`src/rtl/exe_stage.sv`:
```
// exe_stage: RV64 execute-stage front end.
// Latches decoded instructions into an operand register (S1), drives the
// external combinational ALU with *W-conditioned operands, and registers the
// conditioned ALU result into the output register (S2) toward memory.
// Optional feature: define EXE_BYPASS_EN to forward in-flight results into
// the source operands at S1 capture.
// ALU select codes follow the existing ALU encoding:
//   ADD=0 SUB=1 SLL=2 SLT=3 SLTU=4 XOR=5 SRL=6 SRA=7 OR=8 AND=9
module exe_stage #(
  parameter int unsigned XLEN = 64
) (
  input  logic            clk,
  input  logic            rst_n,
  input  logic            flush,
  input  logic            in_valid,
  output logic            in_ready,
  input  logic [XLEN-1:0] in_pc,
  input  logic [XLEN-1:0] in_rs1_val,
  input  logic [XLEN-1:0] in_rs2_val,
  input  logic [XLEN-1:0] in_imm,
  input  logic [4:0]      in_rs1_idx,
  input  logic [4:0]      in_rs2_idx,
  input  logic [4:0]      in_rd,
  input  logic [3:0]      in_alusel,
  input  logic            in_asel,
  input  logic            in_bsel,
  input  logic            in_word,
  input  logic            in_wen,
  output logic [XLEN-1:0] alu_x,
  output logic [XLEN-1:0] alu_y,
  output logic [3:0]      alu_sel,
  input  logic [XLEN-1:0] alu_z,
  output logic            out_valid,
  input  logic            out_ready,
  output logic [XLEN-1:0] out_result,
  output logic [4:0]      out_rd,
  output logic            out_wen
);

  localparam int unsigned SELW = 4;
  localparam int unsigned REGW = 5;
  localparam logic [SELW-1:0] SEL_SLL = SELW'(2);
  localparam logic [SELW-1:0] SEL_SRL = SELW'(6);
  localparam logic [SELW-1:0] SEL_SRA = SELW'(7);

  // S1 operand register
  logic            s1_valid;
  logic [XLEN-1:0] s1_x;
  logic [XLEN-1:0] s1_y;
  logic [SELW-1:0] s1_sel;
  logic            s1_word;
  logic [REGW-1:0] s1_rd;
  logic            s1_wen;

  logic            s2_adv;
  logic            in_fire;
  logic [XLEN-1:0] s1_result;
  logic [XLEN-1:0] rs1_val;
  logic [XLEN-1:0] rs2_val;
  logic            is_shift;

  // Handshake: S2 moves when empty or drained; S1 follows S2.
  always_comb begin
    s2_adv   = !out_valid || out_ready;
    in_ready = !s1_valid || s2_adv;
    in_fire  = in_valid && in_ready;
  end

  // *W operand conditioning toward the ALU and result conditioning from it.
  always_comb begin
    is_shift = (s1_sel == SEL_SLL) || (s1_sel == SEL_SRL) || (s1_sel == SEL_SRA);
    alu_sel  = s1_sel;
    alu_x    = s1_x;
    alu_y    = s1_y;
    if (s1_word) begin
      if (s1_sel == SEL_SRL) begin
        alu_x = XLEN'(s1_x[31:0]);
      end else begin
        alu_x = {{(XLEN-32){s1_x[31]}}, s1_x[31:0]};
      end
      if (is_shift) begin
        alu_y = XLEN'(s1_y[4:0]);
      end
    end
    s1_result = s1_word ? {{(XLEN-32){alu_z[31]}}, alu_z[31:0]} : alu_z;
  end

`ifdef EXE_BYPASS_EN
  // Forward the youngest in-flight writer of each source (S1 first, then S2).
  always_comb begin
    rs1_val = in_rs1_val;
    rs2_val = in_rs2_val;
    if (in_rs1_idx != REGW'(0)) begin
      if (s1_valid && s2_adv && s1_wen && (s1_rd == in_rs1_idx)) begin
        rs1_val = s1_result;
      end else if (out_valid && out_wen && (out_rd == in_rs1_idx)) begin
        rs1_val = out_result;
      end
    end
    if (in_rs2_idx != REGW'(0)) begin
      if (s1_valid && s2_adv && s1_wen && (s1_rd == in_rs2_idx)) begin
        rs2_val = s1_result;
      end else if (out_valid && out_wen && (out_rd == in_rs2_idx)) begin
        rs2_val = out_result;
      end
    end
  end
`else
  // Hazards are resolved upstream; source indices are not needed here.
  logic unused_idx;
  always_comb begin
    rs1_val    = in_rs1_val;
    rs2_val    = in_rs2_val;
    unused_idx = ^{in_rs1_idx, in_rs2_idx};
  end
`endif

  // S1: capture selected operands on handshake; flush kills the slot.
  always_ff @(posedge clk or negedge rst_n) begin
    if (!rst_n) begin
      s1_valid <= 1'b0;
      s1_x     <= '0;
      s1_y     <= '0;
      s1_sel   <= '0;
      s1_word  <= 1'b0;
      s1_rd    <= '0;
      s1_wen   <= 1'b0;
    end else begin
      if (flush) begin
        s1_valid <= 1'b0;
      end else if (in_fire) begin
        s1_valid <= 1'b1;
      end else if (s2_adv) begin
        s1_valid <= 1'b0;
      end
      if (in_fire && !flush) begin
        s1_x    <= in_asel ? in_pc : rs1_val;
        s1_y    <= in_bsel ? in_imm : rs2_val;
        s1_sel  <= in_alusel;
        s1_word <= in_word;
        s1_rd   <= in_rd;
        s1_wen  <= in_wen;
      end
    end
  end

  // S2: register the conditioned result; writes to x0 never enable writeback.
  always_ff @(posedge clk or negedge rst_n) begin
    if (!rst_n) begin
      out_valid  <= 1'b0;
      out_result <= '0;
      out_rd     <= '0;
      out_wen    <= 1'b0;
    end else if (flush) begin
      out_valid <= 1'b0;
    end else if (s2_adv) begin
      out_valid <= s1_valid;
      if (s1_valid) begin
        out_result <= s1_result;
        out_rd     <= s1_rd;
        out_wen    <= s1_wen && (s1_rd != REGW'(0));
      end
    end
  end

endmodule

```
`config.mk`:
```
export PLATFORM = sky130hd
export DESIGN_NAME = exe_stage
export DESIGN_NICKNAME = d
export VERILOG_FILES = /design/src/rtl/exe_stage.sv
export SDC_FILE = /design/constraint.sdc
export NUM_CORES = 1
export LEC_CHECK = 0
export ABC_AREA = 1
export ABC_CLOCK_PERIOD_IN_PS = 1800
export CAP_MARGIN = 25
export CELL_PAD_IN_SITES_DETAIL_PLACEMENT = 1
export CELL_PAD_IN_SITES_GLOBAL_PLACEMENT = 1
export CORE_ASPECT_RATIO = 0.7
export CORE_UTILIZATION = 28
export CTS_BUF_LIST = sky130_fd_sc_hd__clkbuf_8
export CTS_CLUSTER_DIAMETER = 150
export DETAILED_ROUTE_END_ITERATION = 16
export PLACE_DENSITY_LB_ADDON = 0.1
export SLEW_MARGIN = 10
export SYNTH_ARGS = -nofsm -noshare
export SYNTH_HDL_FRONTEND = slang
export SYNTH_SLANG_ARGS = --single-unit
```
`constraint.sdc`:
```
create_clock -name clk -period 1.8 [get_ports clk]
set_clock_uncertainty 0.1 [all_clocks]
set_input_delay 0.36 -clock clk [delete_from_list [all_inputs] [get_ports clk]]
set_output_delay 0.36 -clock clk [all_outputs]
set_load 0.02 [all_outputs]
```
# After elaboration in Yosys (flattened, before gate mapping)
# Cells that the tools add are included.
[op_classes]
n_eq_ne = 3
muxes = 12
n_bitwise = 1
reduce_logical = 14
[op_table]
columns = ["op", "count"]
rows = [
  ["$mux W64", 7],
  ["$eq A4 B3 Y1 const B", 2],
  ["$mux W1", 5],
  ["$reduce_bool A5 Y1", 1],
  ["$eq A4 B2 Y1 const B", 1],
  ["$logic_or A1 B1 Y1", 4],
  ["$logic_and A1 B1 Y1", 3],
  ["$logic_not A1 Y1", 3],
  ["$reduce_and A3 Y1", 1],
  ["$reduce_bool A3 Y1", 1],
  ["$reduce_bool A2 Y1", 1],
  ["$not A1 Y1", 1],
]
[word_totals]
register_bits = 211
inputBits = 348
output_inout_bits = 204
word_cells = 41

# Logic depth before layout (Yosys ltp)
# Gate-level depths: netlist of run 1.
[logic_depth]
depth_word = 6
mapped_depth = 8
ltp_nobuf = 6

# Worst setup path before layout of run 1
# No wires, ideal clock.
[synth_path]
path_kind = "reg2out"
start = "register s1_sel[0], in the netlist alu_sel[0]"
end = "output alu_y[53]"
arrival_ns = 1.293
required_time_ns = 1.340
setup_slack_ns = 0.047
stages_incl_launch_ff = 7
n_path_buf = 2
path_cell_list = "dfrtp_1 -> inv_1 -> nor2_1 -> nor3_2 -> buf_4 -> buf_4 -> nor2_1"
[synth_between]
elab_chain_cells = 5
elab_cells_between_ends = 7
classes_between = "eq/ne: 3; mux: 2; reduce/logical: 2"
[synth_rtl]
columns = ["item", "line_no", "rtl"]
rows = [
  ["start: declaration", "50", "logic [SELW-1:0] s1_sel;"],
  ["start signal: assignment", "139", "s1_sel <= in_alusel;"],
  ["$eq A4 B2 Y1 / $eq A4 B3 Y1 (equally long branches)", "71", "is_shift = (s1_sel == SEL_SLL) || (s1_sel == SEL_SRL) || (s1_sel == SEL_SRA);"],
  ["$logic_or A1 B1 Y1", "71", ""],
  ["$logic_or A1 B1 Y1 (*)", "71", ""],
  ["$mux W64 (*)", "81", "if (is_shift) begin"],
  ["$mux W64 (*)", "75", "if (s1_word) begin"],
  ["end: declaration", "30", "output logic [XLEN-1:0] alu_y,"],
]
# Every way passes the cells marked *; elsewhere a longest branch is shown, timed or not.

# Worst setup path in the final report of run 1
[layout_path]
start = "register s1_sel[3], in the netlist alu_sel[3]"
end = "output alu_y[61]"
# The elaborated chain is that of the path after synthesis.

==> impl_summary.log, run 1 <==
[metrics] run status: complete, but fails checks
[metrics] violated checks: negative setup slack
[metrics] syn_nets: 1986
[metrics] NumNets Final: 2522
[metrics] detailed-route wire length per cell: 17.8 µm
[metrics] hpwl dp: 36200 µm
[metrics] cell mode on critical path: sky130_fd_sc_hd__buf_12
[metrics] critical register-to-register path startpoint: out_valid$_DFFE_PN0P_
[metrics] final setup slack of the worst path: -560 ps
[metrics] largest net degree at the start of global routing: 77
[metrics] internal power component: 0.0104 W
[metrics] leakage power: 10.0 nW
[metrics] combinational power share: 35.1%
[metrics] floorplan die height: 170 µm
[metrics] Max Freq: 424 MHz
[metrics] source-to-sink clock delay at the later pin of the worst-skew pair: 530 ps
[metrics] final worst-path cycle share: 131%
[metrics] FF-to-FF End: s1_y[21]$_DFFE_PN0P_
[metrics] endpoint type of the worst setup path: output pin
[metrics] vias in the first global route: 12315
[metrics] unrepaired setup endpoints after global routing: yes
[metrics] multi-input logic area: 4750 µm²
[metrics] WHS Endpoint: s1_y[3]$_DFFE_PN0P_
[metrics] switching power: 0.00566 W
[metrics] post-synthesis share of cell area spent on xor and xnor gates: 0%
[metrics] area taken by flip-flops and latches: 5280 µm²
[metrics] worst min-delay path category: primary input to register
[metrics] Adder-Cell Fraction of Synth Area: 0%
[metrics] power per unit of standard cell area: 862 nW/µm²
[metrics] Slew HR: 67.0%
[metrics] yosys warns: 0
[metrics] data required time of the critical path: 1340 ps
[metrics] Fin. Hold Viols: 0
[metrics] maximum level of the CTS H-tree: 2
[metrics] VDD IR max: 0.408 mV
[metrics] CTS tree: done
[metrics] number of distinct standard cells referenced by the synthesized netlist: 15
[metrics] Bufs on Longest Clock Path: 3
[metrics] compound-gate portion of the synthesized area: 5.88%
[metrics] worst slack after detailed placement: -415 ps
[metrics] combined global-route utilization of all metal layers: 22.9%
[metrics] simple-gate share of the synthesized area: 33.6%
[metrics] worst setup path start: alu_sel[3]$_DFFE_PN0P_
[metrics] count of endpoints failing setup in the final report: 92
[metrics] Post-Syn Area: 11300 µm²
[metrics] Worst Reg-to-Reg Cells: 9
[metrics] slowest stage cell, crit path: sky130_fd_sc_hd__dfrtp_1
[metrics] Max Cap Viol: 0
[metrics] Final ANT Viol Nets: 0
[metrics] Max Fanout on Critical Path: 13
[metrics] Layout Area Growth over Synthesis: 65.0%
[metrics] Die Footprint: 41100 µm²
[metrics] hold path startpoint: in_bsel
[metrics] final slew viol count: 0
[metrics] cell chosen for the clock root: sky130_fd_sc_hd__clkbuf_8
[metrics] wirelength, routed: 48800 µm
[metrics] Least-Margin Pin Slew: 490 ps
[metrics] number of filler cells placed in the layout: 4944
[metrics] average footprint of a synthesized cell: 6.89 µm²
[metrics] Avg Vias per Cell: 4.42
[metrics] hold slack: 223 ps
[metrics] crit path DAT: 1900 ps
[metrics] multiplexer share of the synthesized area: 0%
[metrics] count of TritonRoute iterations in the first routing pass: 4
[metrics] synthesized flop and latch total: 211
[metrics] first-pass GRT wire length: 73300 µm
[metrics] biggest area consumer among synthesized cells: sky130_fd_sc_hd__dfrtp_1
[metrics] Initial Util: 28.4%
[metrics] count of input and output buffers: 541
[metrics] sequential fraction of the synthesis area: 46.8%
[metrics] IO Count: 552
[metrics] combinational family with the most area after synthesis: simple AND/OR/NAND/NOR gates
[metrics] Hold Crit Depth: 5
[metrics] fraction of layout cells with a size suffix above 1: 14.1%
[metrics] most frequent standard cell in the layout excluding fill and tap cells: sky130_fd_sc_hd__nand2_1
[metrics] slack of the worst reg-to-reg path: 130 ps
[metrics] horizontal die dimension: 242 µm
[metrics] share of power burned in registers: 37.1%
[metrics] antenna violations before repair: 7
[metrics] weighted congestion at the end of routability-driven global placement: 0.835
[metrics] switching part of the total power: 35.3%
[metrics] utilization after layout: 46.9%
[metrics] delay contributed by the slowest stage of the critical path: 390 ps
[metrics] placeable core region: 39700 µm²
[metrics] Clk network pwr share: 27.8%
[metrics] sinks on the clock net: 211
[metrics] Inserted Clock Buffers: 39
[metrics] category of the most critical setup path: register to output pin
[metrics] main area contributors after synthesis: sky130_fd_sc_hd__dfrtp_1, sky130_fd_sc_hd__nand2_1, sky130_fd_sc_hd__inv_1
[metrics] count of routing violations after the opening detailed-route iteration: 548
[metrics] Fin Setup TNS: -45970 ps
[metrics] commonest cells after routing, fill and taps aside: sky130_fd_sc_hd__nand2_1, sky130_fd_sc_hd__clkdlybuf4s50_1, sky130_fd_sc_hd__dfrtp_1
[metrics] overall power after layout: 0.0160 W
[metrics] num rows: 61
[metrics] minimum clock period: 2360 ps
[metrics] clock transition at the registers of the reported paths: 60 ps
[metrics] DRC errors left: 0
[metrics] number of instances in the synthesized netlist: 1638
[metrics] list of cells traversed by the critical path: inv_2, nand2_4, nor3_4, buf_12, buf_8, buf_12, nor2_1, buf_2
[metrics] Remaining Overflow, GRT: 0
[metrics] launching element type of the critical path: register
[metrics] area share of the largest cell type after synthesis: 46.8%
[metrics] total via count in the routed design: 12103
==> cell families after synthesis <==
kind of cell,Yosys count
buf+inv,338
flops,211
compound gates,132
simple gates,957
==> timing repair <==
| item | 4_1_cts | 5_1_grt |
|---|---|---|
| pin swaps | 4 | 6 |
| gates cloned | 3 | 1 |
| endpoints found under the setup margin | 204 | 122 |
| setup buffers | 18 | 11 |
| hold buffers | 1 | 0 |
| endpoints found under the hold margin | 41 | 0 |
| gates resized for setup | 519 | 214 |
==> critical path: cells and delay by family, from the launching register on <==
family                 cells  cell delay (ps)
and+or+nand+nor            3              350
buffers and inverters      5              610
DFF                        1              390
==> registers in the layout, indices dropped and copies added, names as in the netlist, 4 cells and up <==
| signal | cells |
|---|---|
| s1_rd | 5 |
| out_rd | 5 |
| alu_sel | 4 |
| s1_x | 64 |
| s1_y | 64 |
| out_result | 64 |
==> per-layer routing <==
| metal | vias up | wire length, µm | global-route usage, % |
|---|---|---|---|
| met5 | - | 25 | 0 |
| met1 | 5735 | 20700 | 28.3 |
| met2 | 317 | 24100 | 39.5 |
| met4 | 4 | 1210 | 7.10 |
| met3 | 74 | 2740 | 5.55 |
| li1 | 5973 | - | - |
==> how the worst max path moves through the flow <==
stage / cells after the start / slack, ps / to
floorplan: 6 / 50 / alu_y[53]
global placement: 7 / -360 / alu_y[54]
detailed placement: 7 / -420 / alu_y[50]
CTS: 8 / -710 / alu_y[27]
global route: 8 / -670 / alu_y[28]
finish: 8 / -560 / alu_y[61]
==> power by group through the flow <==
stage	sequential (W)	clock [W]	combinational, W
5_1_grt	0.00604	0.00486	0.00609
6_report	0.00595	0.00446	0.00564
3_5_place_dp	0.00603	0	0.00576
2_1_floorplan	0.00635	0	0.00223
3_3_place_gp	0.00600	0	0.00567
4_1_cts	0.00594	0.00467	0.00530
==> per-stage QoR <==
stage / instance area (µm²) / std cells
after floorplan: 11300 / 1638
after global placement: 17600 / 2642
after detailed placement: 17600 / 2642
after CTS: 18100 / 2726
after global routing: 18600 / 2736
final: 18600 / 2736
==> area by class of cell <==
cell class | count | area share (%)
Clock inverter | 15 | 0.323
Antenna cell | 5 | 0.0672
Timing Repair Buffer | 638 | 34.7
Sequential cell | 211 | 28.4
Clock buffer | 48 | 3.55
Inverter | 195 | 3.93
Tap cell | 535 | 3.60
Multi-Input combinational cell | 1089 | 25.5
==> synthesized netlist by cell type <==
master / n
sky130_fd_sc_hd__nand2_1: 747
sky130_fd_sc_hd__dfrtp_1: 211
sky130_fd_sc_hd__inv_1: 192
sky130_fd_sc_hd__nand3_1: 142
sky130_fd_sc_hd__o21ai_0: 131
sky130_fd_sc_hd__buf_2: 64
sky130_fd_sc_hd__nor2_1: 62
sky130_fd_sc_hd__buf_4: 54
sky130_fd_sc_hd__clkbuf_1: 22
sky130_fd_sc_hd__buf_1: 3
sky130_fd_sc_hd__inv_2: 3
sky130_fd_sc_hd__nor2_2: 3
sky130_fd_sc_hd__nand2_2: 2
sky130_fd_sc_hd__nor3_2: 1
sky130_fd_sc_hd__o21bai_1: 1
(Power assumes the default switching activity.)
==> run 2, diff against run 1 <==
Settings changed: REMOVE_ABC_BUFFERS set to 1.
==> impl_summary.log, run 2 (synthesis gave the netlist of run 1 again) <==
[metrics] leakage power: 10.0 nW
[metrics] leading registers by flop count: out_result (64), s1_x (64), s1_y (64)
[metrics] sinks on the clock net: 211
[metrics] Clk network pwr share: 29.1%
[metrics] Avg Vias per Cell: 4.47
[metrics] worst min-delay path category: primary input to asynchronous set/reset pin
[metrics] Slew HR: 73.3%
[metrics] violated checks: negative setup slack
[metrics] list of cells traversed by the critical path: inv_2, nor3_4, buf_6, buf_12, buf_12, nor2_4, buf_6
[metrics] run status: complete, but fails checks
[metrics] crit path DAT: 1900 ps
[metrics] cell chosen for the clock root: sky130_fd_sc_hd__clkbuf_8
[metrics] combinational power share: 34.9%
[metrics] share of power burned in registers: 36.0%
[metrics] minimum clock period: 2360 ps
[metrics] num rows: 61
[metrics] Worst path top cell family by delay: buffers and inverters
[metrics] placeable core region: 39700 µm²
[metrics] switching part of the total power: 35.0%
[metrics] Fin Setup TNS: -46440 ps
[metrics] count of TritonRoute iterations in the first routing pass: 5
[metrics] wirelength, routed: 50000 µm
[metrics] count of input and output buffers: 541
[metrics] standard cell area after detailed placement: 17300 µm²
[metrics] total via count in the routed design: 12228
[metrics] slowest stage cell, crit path: sky130_fd_sc_hd__dfrtp_1
[metrics] count of routing violations after the opening detailed-route iteration: 574
[metrics] detailed-route wire length per cell: 18.3 µm
[metrics] hold slack: 192 ps
[metrics] Bufs on Longest Clock Path: 3
[metrics] Inserted Clock Buffers: 39
[metrics] CTS tree: done
[metrics] final slew viol count: 0
[metrics] final worst-path cycle share: 131%
[metrics] clock transition at the registers of the reported paths: 60 ps
[metrics] vias in the first global route: 12531
[metrics] weighted congestion at the end of routability-driven global placement: 0.831
[metrics] Fin. Hold Viols: 0
[metrics] DRC errors left: 0
[metrics] Die Footprint: 41100 µm²
[metrics] data required time of the critical path: 1340 ps
[metrics] worst setup path start: s1_word$_DFFE_PN0P_
[metrics] Remaining Overflow, GRT: 0
[metrics] critical path buffer and inverter count: 5
[metrics] Layout Area Growth over Synthesis: 66.0%
[metrics] number of placed cells counting well taps: 2629
[metrics] Finished Layout Cells: 2735
[metrics] floorplan die height: 170 µm
[metrics] IO Count: 552
[metrics] NumNets Final: 2516
[metrics] utilization after layout: 47.2%
[metrics] internal power component: 0.0107 W
[metrics] most frequent standard cell in the layout excluding fill and tap cells: sky130_fd_sc_hd__nand2_1
[metrics] Initial Util: 28.4%
[metrics] maximum level of the CTS H-tree: 2
[metrics] endpoint type of the worst setup path: output pin
[metrics] count of endpoints failing setup in the final report: 92
[metrics] final setup slack of the worst path: -563 ps
[metrics] delay contributed by the slowest stage of the critical path: 410 ps
[metrics] Max Freq: 423 MHz
[metrics] VDD IR max: 0.390 mV
[metrics] number of filler cells placed in the layout: 4899
[metrics] commonest cells after routing, fill and taps aside: sky130_fd_sc_hd__nand2_1, sky130_fd_sc_hd__clkdlybuf4s50_1, sky130_fd_sc_hd__dfrtp_1
[metrics] first-pass GRT wire length: 74200 µm
[metrics] combined global-route utilization of all metal layers: 23.3%
[metrics] hpwl dp: 35700 µm
[metrics] Final ANT Viol Nets: 0
[metrics] horizontal die dimension: 242 µm
[metrics] switching power: 0.00578 W
[metrics] Max Cap Viol: 0
[metrics] critical register-to-register path startpoint: out_valid$_DFFE_PN0P_
[metrics] largest net degree at the start of global routing: 67
[metrics] power per unit of standard cell area: 882 nW/µm²
[metrics] category of the most critical setup path: register to output pin
[metrics] Max Fanout on Critical Path: 7
[metrics] fraction of layout cells with a size suffix above 1: 15.0%
[metrics] Least-Margin Pin Slew: 397 ps
[metrics] antenna violations before repair: 6
[metrics] total non-filler cell area in the finished layout: 18700 µm²
[metrics] unrepaired setup endpoints after global routing: yes
[metrics] launching element type of the critical path: register
[metrics] source-to-sink clock delay at the later pin of the worst-skew pair: 560 ps
run 2: changes by cell type in the layout (fill, tap and decap cells not counted), moves of 8 or more:
cell,change
sky130_fd_sc_hd__buf_2,-9
sky130_fd_sc_hd__nand2_2,+19
sky130_fd_sc_hd__nor2_1,-23
sky130_fd_sc_hd__nand2_4,-22
sky130_fd_sc_hd__buf_12,-8
sky130_fd_sc_hd__nor2_4,+23
sky130_fd_sc_hd__buf_4,-8
sky130_fd_sc_hd__buf_6,+15
run 2: repair_timing:
action / in CTS / in global routing
setup buffers: 12 / 14
endpoints found under the hold margin: 211 / 0
resized for setup: 439 / 315
gates cloned: 3 / 6
pin swaps: 1 / 2
endpoints found under the setup margin: 204 / 111
hold buffers: 1 / 0
run 2: power by group through the flow:
stage | registers, W | logic, W | clock network [W]
finish | 0.00595 | 0.00576 | 0.00481
global route | 0.00603 | 0.00623 | 0.00518
CTS | 0.00594 | 0.00523 | 0.00499
detailed placement | 0.00603 | 0.00568 | 0
global placement | 0.00600 | 0.00560 | 0
floorplan | 0.00650 | 0.00177 | 0
run 2: final cells by class:
cell class | count | area (µm²) | share of cell area, %
Inverter | 195 | 732 | 3.91
Antenna cell | 5 | 12.5 | 0.0668
Clock inverter | 21 | 149 | 0.795
Multi-Input combinational cell | 1089 | 4800 | 25.6
Sequential cell | 211 | 5280 | 28.2
Tap cell | 535 | 669 | 3.57
Timing Repair Buffer | 632 | 6430 | 34.4
Clock buffer | 47 | 647 | 3.45
run 2: per-stage QoR:
stage               setup WS [ps]  total power [W]
floorplan                   -3730          0.00828
global placement             -344           0.0116
detailed placement           -392           0.0117
CTS                          -748           0.0162
global route                 -684           0.0174
finish                       -563           0.0165
run 2: routing by layer:
layer	vias up	global-route usage [%]	wire length [µm]
li1	5972	-	-
met3	55	5.49	3110
met5	-	0	14
met4	2	6.11	1070
met2	343	40.2	24800
met1	5856	29.1	21000
run 2: worst paths after layout:
check,slack (ps),depth (start not counted),to
setup / recovery,-560,7,alu_y[62]
hold / removal,190,2,s1_x[37]$_DFFE_PN0P_
setup reg to reg,210,8,s1_y[60]$_DFFE_PN0P_
hold reg to reg,360,2,s1_x[27]$_DFFE_PN0P_
max in group asynchronous,750,3,s1_y[27]$_DFFE_PN0P_
min in group clk,240,3,out_result[29]$_DFFE_PN0P_
==> run 3, diff against run 2 <==
Settings changed: CTS_CLUSTER_DIAMETER 150 to unset, HOLD_SLACK_MARGIN set to 0.12.
==> results of run 3 <==
Same layout as run 2: the final DEF is identical, and so are final timing and power.
==> RTL edit: new RTL, flow settings as in run 3 <==
Add a define of `EXE_BYPASS_EN`.
--- a/src/rtl/exe_stage.sv
+++ b/src/rtl/exe_stage.sv
@@ -6,6 +6,8 @@
 // the source operands at S1 capture.
 // ALU select codes follow the existing ALU encoding:
 //   ADD=0 SUB=1 SLL=2 SLT=3 SLTU=4 XOR=5 SRL=6 SRA=7 OR=8 AND=9
+`define EXE_BYPASS_EN
+
 module exe_stage #(
   parameter int unsigned XLEN = 64
 ) (
Check against the original RTL: not equivalent (Yosys sat finds a counterexample within 4 cycles, from zero or initial values and one cycle with rst_n low).
==> RTL edit against run 3 <==
The run still ends with setup timing left. Sequential share of layout area fell by 8.2 points. First-iteration DRC count rose by 140%. Count of clock-buffer cells in the layout rose by 17. Synthesized area rose by 35%. Sequential cell count did not move. Worst setup slack got worse by 220 ps. Design area rose by 41%. Critical path depth fell by 1. Clock power rose by 18%. Routed wire length rose by 88%. Register-to-register slack got worse by 640 ps. Final cell count rose by 47%. Total power rose by 28%. Largest cell class is now multi-input gates.
==> RTL edit: results (changes against run 3) <==
[metrics] smallest setup slack after layout: -786.9 ps (was -562.8 ps)
[metrics] number of fillers in the final layout: 6801 (was 4899)
[metrics] LEAKAGE: 13.13 nW (was 10.02 nW)
[metrics] total instance count after detailed placement: 3838 (was 2629)
[metrics] total setup violations reported at the end of the flow: 328 (was 92)
[metrics] largest stage delay on the critical path: 440 ps (was 410 ps)
[metrics] clk tree area frac: 0.03526 (was 0.04250)
[metrics] number of clock buffers inserted by TritonCTS: 43 (was 39)
[metrics] reg-to-reg startpoint: s1_word (was out_valid)
[metrics] placed wire-length estimate: 62.57 mm (was 35.68 mm)
[metrics] Data buffer area share: 0.3501 (was 0.3436)
[metrics] sequential group power: 6.29 mW (was 5.95 mW)
[metrics] highest-delay cell along the critical path: dfrtp_2 (was dfrtp_1)
[metrics] sequential area share after synthesis: 0.3472 (was 0.4680)
[metrics] latest clock arrival within the worst-skew pair: 630 ps (was 560 ps)
[metrics] violated checks: setup timing (unchanged)
[metrics] global-route wire length before repair: 127.5 mm (was 74.22 mm)
[metrics] met2 usage in global routing: 0.5076 (was 0.4024)
[metrics] chip width: 280.6 microns (was 241.9 microns)
[metrics] outcome: complete, but fails checks (unchanged)
[metrics] power density cells: 801.9 nW/um^2 (was 882.0 nW/um^2)
[metrics] Final Instance Count excl. Fillers: 4018 (was 2735)
[metrics] GRT Util Overall: 0.3065 (was 0.2328)
[metrics] Placed Instance Area: 23080 sq um (was 17310 sq um)
[metrics] number of instances in the synthesized netlist: 2549 (was 1638)
[metrics] Clock buffer cells: 64 (was 47)
[metrics] R2R Setup Slk: -430 ps (was 210 ps)
==> RTL edit: cell types whose count changed after synthesis, moves of 30 or more <==
cell / before / now
inv_1: 192 / 141
nand3_1: 142 / 172
a21oi_1: 0 / 206
nand2_1: 747 / 991
clkbuf_1: 22 / 111
o21ai_0: 131 / 83
nor2_1: 62 / 421
nand4_1: 0 / 35
==> RTL edit: worst max-delay path by stage <==
stage                   from          to  slack (ps)  cells after the start
3_5_place_dp   in_rs2_idx[2]    s1_y[58]        -960                     13
2_1_floorplan      out_valid  alu_sel[2]       -4900                      4
3_3_place_gp   in_rs2_idx[0]    s1_y[56]        -970                     13
5_1_grt           alu_sel[3]   alu_x[52]        -840                      6
4_1_cts           alu_sel[2]   alu_x[32]        -900                      6
6_report          alu_sel[3]   alu_x[57]        -790                      6
==> RTL edit: kinds of logic after synthesis <==
group / Yosys count
AND/OR/NAND/NOR: 1660
buffers and inverters: 363
AO/OA/AOI/OAI: 311
flip-flops: 211
XOR/XNOR: 4
